`config.mk`:
```
export PLATFORM = sky130hd
export DESIGN_NAME = core_sequencer
export DESIGN_NICKNAME = d
export VERILOG_FILES = /design/src/rtl/core_sequencer_pkg.sv /design/src/rtl/core_sequencer_prog_mem.sv /design/src/rtl/core_sequencer.sv
export SDC_FILE = /design/constraint.sdc
export NUM_CORES = 1
export LEC_CHECK = 0
export ABC_AREA = 1
export BUFFER_PORTS_ARGS = -buffer_cell sky130_fd_sc_hd__buf_2
export CAP_MARGIN = 20
export CORE_ASPECT_RATIO = 1.1
export CORE_MARGIN = 2
export CORE_UTILIZATION = 55
export CTS_CLUSTER_DIAMETER = 40
export DETAILED_ROUTE_END_ITERATION = 8
export PLACE_DENSITY = 0.75
export SETUP_SLACK_MARGIN = 0.02
export SLEW_MARGIN = 20
export SYNTH_ARGS = -nofsm -noshare
export SYNTH_HDL_FRONTEND = slang
export SYNTH_SLANG_ARGS = --single-unit
```
`constraint.sdc`:
```
create_clock -name clk -period 2.8 [get_ports clk]
set_input_delay 0.56 -clock clk [delete_from_list [all_inputs] [get_ports clk]]
set_output_delay 0.56 -clock clk [all_outputs]
set_load 0.005 [all_outputs]
```
`src/rtl/core_sequencer_pkg.sv`:
```
// Opcode field constants shared by core_array and core_sequencer, plus sequencer state encoding.
// The capture test lives here so both sides of the array interface decode the same bits.
package core_sequencer_pkg;

    localparam int         OPC_W           = 16;
    localparam logic [1:0] OPC_MISC_PREFIX = 2'b11;
    localparam int         OPC_PREFIX_HI   = 15;
    localparam int         OPC_PREFIX_LO   = 14;
    localparam int         OPC_OUT_BIT     = 4;

    typedef enum logic [1:0] {
        IDLE  = 2'd0,
        RUN   = 2'd1,
        FLUSH = 2'd2,
        DONE  = 2'd3
    } seq_state_t;

    // MISC-class opcode with the output-bit flag set: the array returns one pixel bit
    function automatic logic is_capture(input logic [OPC_W-1:0] op);
        return (op[OPC_PREFIX_HI:OPC_PREFIX_LO] == OPC_MISC_PREFIX) && op[OPC_OUT_BIT];
    endfunction

endpackage

```
`src/rtl/core_sequencer_prog_mem.sv`:
```
// Program store: PROG_DEPTH x 16, synchronous write, asynchronous read.
// Contents are deliberately not reset so a program survives a run abort.
// Write port always accepts; no backpressure.
module seq_prog_mem
    import core_sequencer_pkg::*;
#(
    parameter int DEPTH  = 16,
    parameter int ADDR_W = $clog2(DEPTH)
) (
    input  logic              clk,
    input  logic              we,
    input  logic [ADDR_W-1:0] waddr,
    input  logic [OPC_W-1:0]  wdata,
    input  logic [ADDR_W-1:0] raddr,
    output logic [OPC_W-1:0]  rdata
);

    logic [OPC_W-1:0] mem [DEPTH];

    always_ff @(posedge clk) begin
        if (we) begin
            mem[waddr] <= wdata;
        end
    end

    assign rdata = mem[raddr];

endmodule

```
`src/rtl/core_sequencer.sv`:
```
// Replays a stored opcode program loop_cnt+1 times and packs returned capture bits into bytes.
// Latency: first opcode one edge after start is sampled; a captured bit lands two edges after issue.
// Backpressure: issue stalls while a byte is held unaccepted; up to two in-flight bits still land.
module core_sequencer
    import core_sequencer_pkg::*;
#(
    parameter int PROG_DEPTH = 16,
    parameter int ADDR_W     = $clog2(PROG_DEPTH)
) (
    input  logic              clk,
    input  logic              rst,
    input  logic              prog_we,
    input  logic [ADDR_W-1:0] prog_addr,
    input  logic [15:0]       prog_data,
    input  logic [ADDR_W-1:0] prog_last,
    input  logic [7:0]        loop_cnt,
    input  logic              start,
    input  logic              output_bit,
    output logic [15:0]       opcode,
    output logic              execute,
    output logic              busy,
    output logic              done,
    output logic [7:0]        pixel_data,
    output logic              pixel_valid,
    input  logic              pixel_ready
);

    seq_state_t        state, state_nxt;
    logic [ADDR_W-1:0] pc;
    logic [ADDR_W-1:0] last_q;
    logic [7:0]        iter;
    logic [7:0]        loop_q;
    logic [1:0]        flush_cnt;
    logic              cap_p1, cap_p2;
    logic [7:0]        shift_q;
    logic [2:0]        bit_cnt;
    logic [7:0]        shift_nxt;
    logic [OPC_W-1:0]  mem_rdata;
    logic              mem_we;
    logic              issue_ok, issue, wrap, launch;

    seq_prog_mem #(
        .DEPTH  (PROG_DEPTH),
        .ADDR_W (ADDR_W)
    ) u_prog_mem (
        .clk   (clk),
        .we    (mem_we),
        .waddr (prog_addr),
        .wdata (prog_data),
        .raddr (pc),
        .rdata (mem_rdata)
    );

    assign issue_ok  = !(pixel_valid && !pixel_ready);
    assign issue     = (state == RUN) && issue_ok;
    assign wrap      = (pc == last_q);
    assign launch    = (state == IDLE) && start;
    assign shift_nxt = {shift_q[6:0], output_bit};

    always_ff @(posedge clk or posedge rst) begin
        if (rst) begin
            state <= IDLE;
        end else begin
            state <= state_nxt;
        end
    end

    always_comb begin
        state_nxt = state;
        busy      = 1'b1;
        done      = 1'b0;
        mem_we    = 1'b0;
        unique case (state)
            IDLE: begin
                busy   = 1'b0;
                mem_we = prog_we;
                if (start) begin
                    state_nxt = RUN;
                end
            end
            RUN: begin
                if (issue && wrap && (iter == loop_q)) begin
                    state_nxt = FLUSH;
                end
            end
            // the last-issue cycle plus two empty cycles drains the capture pipeline
            FLUSH: begin
                if (flush_cnt == 2'd2) begin
                    state_nxt = DONE;
                end
            end
            DONE: begin
                done      = 1'b1;
                state_nxt = IDLE;
            end
            default: state_nxt = IDLE;
        endcase
    end

    always_ff @(posedge clk or posedge rst) begin
        if (rst) begin
            opcode    <= '0;
            execute   <= 1'b0;
            pc        <= '0;
            iter      <= '0;
            last_q    <= '0;
            loop_q    <= '0;
            flush_cnt <= '0;
            cap_p1    <= 1'b0;
            cap_p2    <= 1'b0;
        end else begin
            cap_p1    <= issue && is_capture(mem_rdata);
            cap_p2    <= cap_p1;
            flush_cnt <= ((state == FLUSH) && (state_nxt == FLUSH)) ? flush_cnt + 2'd1 : 2'd0;
            execute   <= issue;
            if (launch) begin
                last_q <= prog_last;
                loop_q <= loop_cnt;
                pc     <= '0;
                iter   <= '0;
            end else if (issue) begin
                opcode <= mem_rdata;
                if (wrap) begin
                    pc   <= '0;
                    iter <= iter + 8'd1;
                end else begin
                    pc <= pc + ADDR_W'(1);
                end
            end
        end
    end

    // a byte completing on an accept edge replaces the accepted one without a valid gap
    always_ff @(posedge clk or posedge rst) begin
        if (rst) begin
            shift_q     <= '0;
            bit_cnt     <= '0;
            pixel_data  <= '0;
            pixel_valid <= 1'b0;
        end else begin
            if (launch || (state == DONE)) begin
                shift_q <= '0;
                bit_cnt <= '0;
            end else if (cap_p2) begin
                shift_q <= shift_nxt;
                bit_cnt <= bit_cnt + 3'd1;
            end
            if (cap_p2 && (bit_cnt == 3'd7)) begin
                pixel_data  <= shift_nxt;
                pixel_valid <= 1'b1;
            end else if (pixel_valid && pixel_ready) begin
                pixel_valid <= 1'b0;
            end
        end
    end

endmodule

```
==> results of run 1 <==
==> final timing paths <==
kind | from | to | cells after the start
max in group asynchronous | rst | pc[0] | 3
min in group clk | loop_cnt[4] | loop_q[4] | 3
hold reg to reg | cap_p1 | cap_p2 | 0
setup / recovery | state[1] | u_prog_mem.mem[15][9] | 5
setup reg to reg | state[1] | u_prog_mem.mem[15][9] | 5
hold / removal | rst | pixel_data[1] | 2
==> metal layers <==
layer	global-route usage	routed length [um]
met5	0	0
met4	0.123	1470
met3	0.0346	1920
met2	0.427	15900
met1	0.301	11900
==> layout make-up <==
cell class	instances	area [sq um]
sequential	322	9340
inverter	114	430
clock inverter	28	272
timing repair buffer	98	611
multi-input combinational	779	3520
fill	1789	8760
tap	310	388
clock buffer	47	1080
==> cell families after synthesis <==
family / after synthesis / synth area share
multiplexers: 1 / 0.000826
flip-flops: 322 / 0.685
adder cells (fa/ha/maj): 5 / 0.00459
AO/OA/AOI/OAI: 84 / 0.0364
XOR/XNOR: 17 / 0.0109
AND/OR/NAND/NOR: 672 / 0.203
buffers and inverters: 178 / 0.0589
==> flip-flops by register name, summed over array words and instances (netlist names) <==
register / cells
pixel_data: 8
execute: 1
last_q: 4
state: 2
u_prog_mem.mem: 256
bit_cnt: 3
cap_p1: 1
pixel_valid: 1
shift_q: 7
flush_cnt: 2
cap_p2: 1
loop_q: 8
iter: 8
pc: 4
opcode: 16
==> stage by stage <==
stage               instances  power [mW]  area [sq um]
finish                   1698        15.7         15600
global route             1698        16.7         15600
CTS                      1698        15.8         15600
detailed placement       1623        10.7         14300
global placement         1623        10.6         14300
floorplan                1279        9.38         13600
==> cell usage after synthesis (9+ instances only) <==
| cell type | count | area, sq um |
|---|---|---|
| nand2_1 | 469 | 1760 |
| edfxtp_1 | 256 | 7690 |
| inv_1 | 110 | 413 |
| nand3_1 | 107 | 536 |
| dfrtp_1 | 66 | 1650 |
| nor2_1 | 44 | 165 |
| o21ai_0 | 36 | 180 |
| buf_2 | 28 | 140 |
| nor3_1 | 28 | 140 |
| o211ai_1 | 26 | 195 |
| a21oi_1 | 17 | 85.1 |
| or2_2 | 13 | 81.3 |
| buf_4 | 10 | 75.1 |
| buf_1 | 9 | 33.8 |
| clkbuf_1 | 9 | 33.8 |
| xor2_1 | 9 | 78.8 |
==> layout by cell type (no fill, tap or decap), types with 12 or more instances in the layout <==
cell / instances
a21oi_1: 17
buf_2: 65
buf_4: 30
clkbuf_16: 41
dfrtp_1: 64
edfxtp_1: 256
inv_1: 108
nand2_1: 469
nand3_1: 107
nor2_1: 32
nor2_2: 12
nor3_1: 28
o211ai_1: 26
o21ai_0: 36
or2_2: 13
==> power by group through the flow <==
stage               sequential [mW]  clock [mW]  combinational, mW
floorplan                      5.87           0               3.51
global placement               5.99           0               4.56
detailed placement             6.00           0               4.69
CTS                            5.91        5.18               4.73
global route                   5.96        5.38               5.31
finish                         5.91        5.12               4.71
==> results.yml, run 1 <==
status:
  status: "completed"
synthesis:
  syn_avg_cell_area_sq_um: 10.7
  async_reset_ff_frac: 0.205
  yosys_warnings: 0
  synth_seq_cells: 322
  synth_cell_type_count: 31
  ys_seq_area_frac: 0.685
  synth_edf_count: 256
  synth_nets: 1322
  syn_area_sq_mm: 0.0136
  ys.flop_type: "edfxtp_1"
  synthCells: 1279
clock_network:
  cts_hold_buf: 0
  clkLatencyLatePin_ns: 0.53
  cts.htree.levels: 2
  clk_pin_slew_worst_paths_ns: 0.06
  cts.repair.resized: 0
  root_buffer: "clkbuf_16"
  cts_sinks: 322
  post_cts_buffers: 0
  cts_tree: "done"
  cts.path.max_buffers: 3
  cts_made_buffers: 41
placed_design:
  dp_hpwl_um: 19500
  dpl_worst_slack_ns: 0.605
  gp_congestion: 0.853
  portBuffers: 65
cells_and_area:
  drive_above_1_share: 0.149
  synthToLayoutAreaGrowth_pct: 14.8
  fin_nets: 1399
  diodes: 0
  utilization: 0.641
grt:
  grt_max_degree: 123
  grt_pass1_vias: 9343
  antenna_found_initial: 0
  grt_pass1_wl_um: 49200
  gr-usage-all-layers: 0.245
  overflow: 0
sta:
  slew_violations: 0
  worstMarginPinSlew_ns: 0.823
  fin_setup_tns_ns: 0
  finalCriticalPeriod_ns: 2.26
  timing.final.crit_share: 0.807
  setup_ws_ns: 0.540
  slew_headroom: 0.451
  rsz0062_at_grt: "no"
  fin_hold_ws_ns: 0.0362
  setup_viol: 0
  timing.final.hold_violations: 0
  fmaxAchievable_mhz: 443
  fin_skew_ns: 0.0188
floorplan:
  core_area_sq_mm: 0.0244
  ios: 66
  die-area_sq_mm: 0.0261
  start_util: 0.559
  die_h_um: 169
  rows: 60
  chipWidth_um: 154
critical_path:
  cp_common_cell: "nor2_1"
  criticalPathCategory: "reg2reg"
  cp_max_fo: 16
  crit_buf_inv: 1
  cp_cell_sequence: "or2_4, nor2_1, nand3_1, nor2_1, buf_4"
  arrival_ns: 2.46
  cpMaxStageDelayCell: "dfrtp_1"
  path_delay_family: "simple AND/OR/NAND/NOR gates"
  critPathLaunchType: "flop"
  r2r_slack_ns: 0.54
  cpPeakStageDelay_ns: 0.41
  endpoint_kind: "flop"
  required_ns: 3.00
route:
  finalWirelength_um: 31100
  final_antenna_net_count: 0
  vias_per_cell: 5.48
  dr.pass1.iters: 6
  drc: 0
  first_iter_violations: 858
  vias: 9304
  drt-wirelength-per-cell_um: 18.3
power_and_ir_drop:
  switchingPower_mw: 5.57
  p_int_mw: 10.2
  p_leak_nw: 6.65
  seqPwrFrac: 0.376
  clkPwrFrac: 0.325
  p_per_area_mw_per_mm2: 1010
  peakVddDrop_mv: 0.784
  switching_share: 0.354
  combPwrFrac: 0.299
worst_hold_path:
  hold_class: "in2async"
flow_run:
  maxCapViolations: 0
(Power assumes the default switching activity.)
==> inputs of run 2 (changes only) <==
- ABC_AREA: 1 -> 0
- clock period: 2.8 -> 2.3 ns (I/O delays scaled with it)
==> run 2 against run 1 <==
Effect of this change:
- clock skew increased by 0.0019 ns
- critical endpoint is now opcode[10]
- non-clock buffer count increased by 3
- sequential power increased by 21%
- final cell count decreased by 30%
- synthesized cell count decreased by 41%
- via count decreased by 25%
- worst hold slack improved by 0.12 ns
- power increased by 12%
- cell area decreased by 4.1%
- sequential cell count unchanged
- critical path type unchanged
==> results.yml, run 2 <==
status:
  status: "completed"
flow_run:
  maxCapViolations: 0
synthesis:
  yosys_warnings: 0
  async_reset_ff_frac: 0.205
  synth_cell_type_count: 40
  syn_avg_cell_area_sq_um: 17.0
  synth_edf_count: 256
  synth_top_area_frac: 0.602
  yosysMostFrequentCell: "edfxtp_1"
  synthTopCellsByArea: "edfxtp_1 60%, dfrtp_1 13%, mux4_2 6.3%, mux2_2 4.3%, mux2i_1 3.1%"
  synth_nets: 796
  synth.top_cells.by_count: "256 x edfxtp_1, 66 x dfrtp_1, 53 x nand2_1, 49 x mux2_2, 48 x nor2_1"
  syn_area_sq_mm: 0.0128
  ys.flop_type: "edfxtp_1"
  synthCells: 753
  synth_top_area_cell: "edfxtp_1"
  ys_seq_area_frac: 0.731
  synth_seq_cells: 322
clock_network:
  cts_sinks: 322
  post_cts_buffers: 0
  cts.htree.levels: 2
  cts_made_buffers: 37
  cts_hold_buf: 1
  cts.path.max_buffers: 3
  clkLatencyLatePin_ns: 0.52
  cts_tree: "done"
  cts.repair.resized: 0
  clk_pin_slew_worst_paths_ns: 0.06
  root_buffer: "clkbuf_16"
critical_path:
  worst_setup_path_startpoint: "pc[0]"
  cp_max_fo: 24
  r2r_slack_ns: 0.27
  reg2reg_depth: 6
  criticalPathCategory: "reg2reg"
  required_ns: 2.69
  arrival_ns: 2.42
  endpoint_kind: "flop"
  critPathLaunchType: "flop"
  crit_end: "opcode[10]"
  r2r-end: "opcode[10]"
  r2r-start: "pc[0]"
sta:
  rsz0062_at_grt: "no"
  slew_headroom: 0.666
  fmaxAchievable_mhz: 493
  fin_hold_ws_ns: 0.153
  fin_setup_tns_ns: 0
  timing.final.crit_share: 0.882
  setup_viol: 0
  setup_ws_ns: 0.271
  finalCriticalPeriod_ns: 2.03
  worstMarginPinSlew_ns: 0.500
  timing.final.hold_violations: 0
  fin_skew_ns: 0.0206
  slew_violations: 0
floorplan:
  ios: 66
  die-area_sq_mm: 0.0245
  start_util: 0.559
  rows: 58
  core_area_sq_mm: 0.0229
  chipWidth_um: 149
  die_h_um: 164
cells_and_area:
  sequential_cell_area_sq_mm: 0.00935
  largest_register: "u_prog_mem.mem"
  drive_above_1_share: 0.287
  fin_cells: 1187
  layout_common_cells: "256 x edfxtp_1, 65 x buf_2, 63 x dfrtp_1"
  multi_input_area_sq_mm: 0.00325
  synthToLayoutAreaGrowth_pct: 17.4
  final_common_cell: "edfxtp_1"
  top_regs: "u_prog_mem.mem (256), opcode (16)"
  fillers: 1530
  largest_register_ffs: 256
  fin_nets: 902
placed_design:
  portBuffers: 65
  gp_congestion: 0.788
  dpl_worst_slack_ns: 0.241
  dp_hpwl_um: 16300
  dp_cells: 1119
grt:
  antenna_found_initial: 1
  overflow: 0
  grt_pass1_wl_um: 42700
  grt_max_degree: 58
  grt_pass1_vias: 7578
  gr-usage-all-layers: 0.235
route:
  top_layer_used: "met4"
  routed-wl-met3_um: 1420
  first_iter_violations: 533
  wl_met1_um: 10800
  vias: 6978
  vias_per_cell: 5.88
  dr.pass1.iters: 7
  drc: 0
  drt-wirelength-per-cell_um: 23.4
  finalWirelength_um: 27700
  wl_met2_um: 14700
  final_antenna_net_count: 0
power_and_ir_drop:
  p_leak_nw: 5.43
  peakVddDrop_mv: 0.883
  p_per_area_mw_per_mm2: 1170
worst_hold_path:
  hold_start: "prog_last[1]"
  hold_class: "in2reg"
-- run 2: changes by cell type in the layout (fill, tap and decap cells not counted), moves of 16 or more --
cell | before | now
mux2i_1 | 0 | 40
nand2_1 | 469 | 53
mux4_2 | 0 | 36
mux2_2 | 1 | 49
o22ai_1 | 0 | 26
o21ai_0 | 36 | 20
nand3_1 | 107 | 8
o211ai_1 | 26 | 1
nor2_1 | 32 | 48
inv_1 | 108 | 6
-- run 2: stage by stage --
| stage | util | instance area, sq um | power, mW |
|---|---|---|---|
| 6_report | 0.656 | 15000 | 17.6 |
| 5_1_grt | 0.656 | 15000 | 18.4 |
| 4_1_cts | 0.656 | 15000 | 17.7 |
| 3_5_place_dp | 0.600 | 13700 | 11.6 |
| 3_3_place_gp | 0.600 | 13700 | 11.4 |
| 2_1_floorplan | - | 12800 | 10.4 |
-- run 2: layer usage --
| metal | vias up | GRT usage |
|---|---|---|
| li1 | 3122 | - |
| met1 | 3559 | 0.289 |
| met2 | 245 | 0.416 |
| met3 | 52 | 0.0408 |
| met4 | 0 | 0.0961 |
| met5 | - | 0 |
-- run 2: kinds of logic after synthesis --
group           after synthesis  share of synthesized area
compound gates               86                     0.0408
mux                         125                      0.138
simple gates                158                     0.0581
xor+xnor                     16                     0.0110
fa+ha+maj                     5                    0.00490
buf+inv                      41                     0.0159
flops                       322                      0.731
-- run 2: layout make-up --
class	instances	share of cell area
clock buffer	47	0.0678
antenna	1	0.000167
sequential	322	0.623
inverter	7	0.00175
clock inverter	19	0.0171
timing repair buffer	101	0.0482
tap	300	0.0250
multi-input combinational	390	0.217
-- run 2: power breakdown --
group	switching (mW)	internal, mW	total (mW)
Sequential	0.402	6.75	7.16
Clock	2.30	3.72	6.02
Combinational	2.30	2.10	4.40
-- run 2: worst max-delay path, cell delays in order, from the launching register on --
cell     delay [ns]
dfrtp_4        0.46
buf_12         0.23
buf_12         0.22
mux4_2         0.54
mux2_2         0.29
o22ai_1        0.11
nor2_1         0.06
-- run 2: how the worst min path moves through the flow --
stage	end	slack, ns	cells after the start
6_report	last_q[1]	0.15	3
5_1_grt	last_q[1]	0.15	3
4_1_cts	loop_q[2]	0.14	3
3_5_place_dp	cap_p2	0.33	0
3_3_place_gp	cap_p2	0.33	0
2_1_floorplan	cap_p2	0.33	0
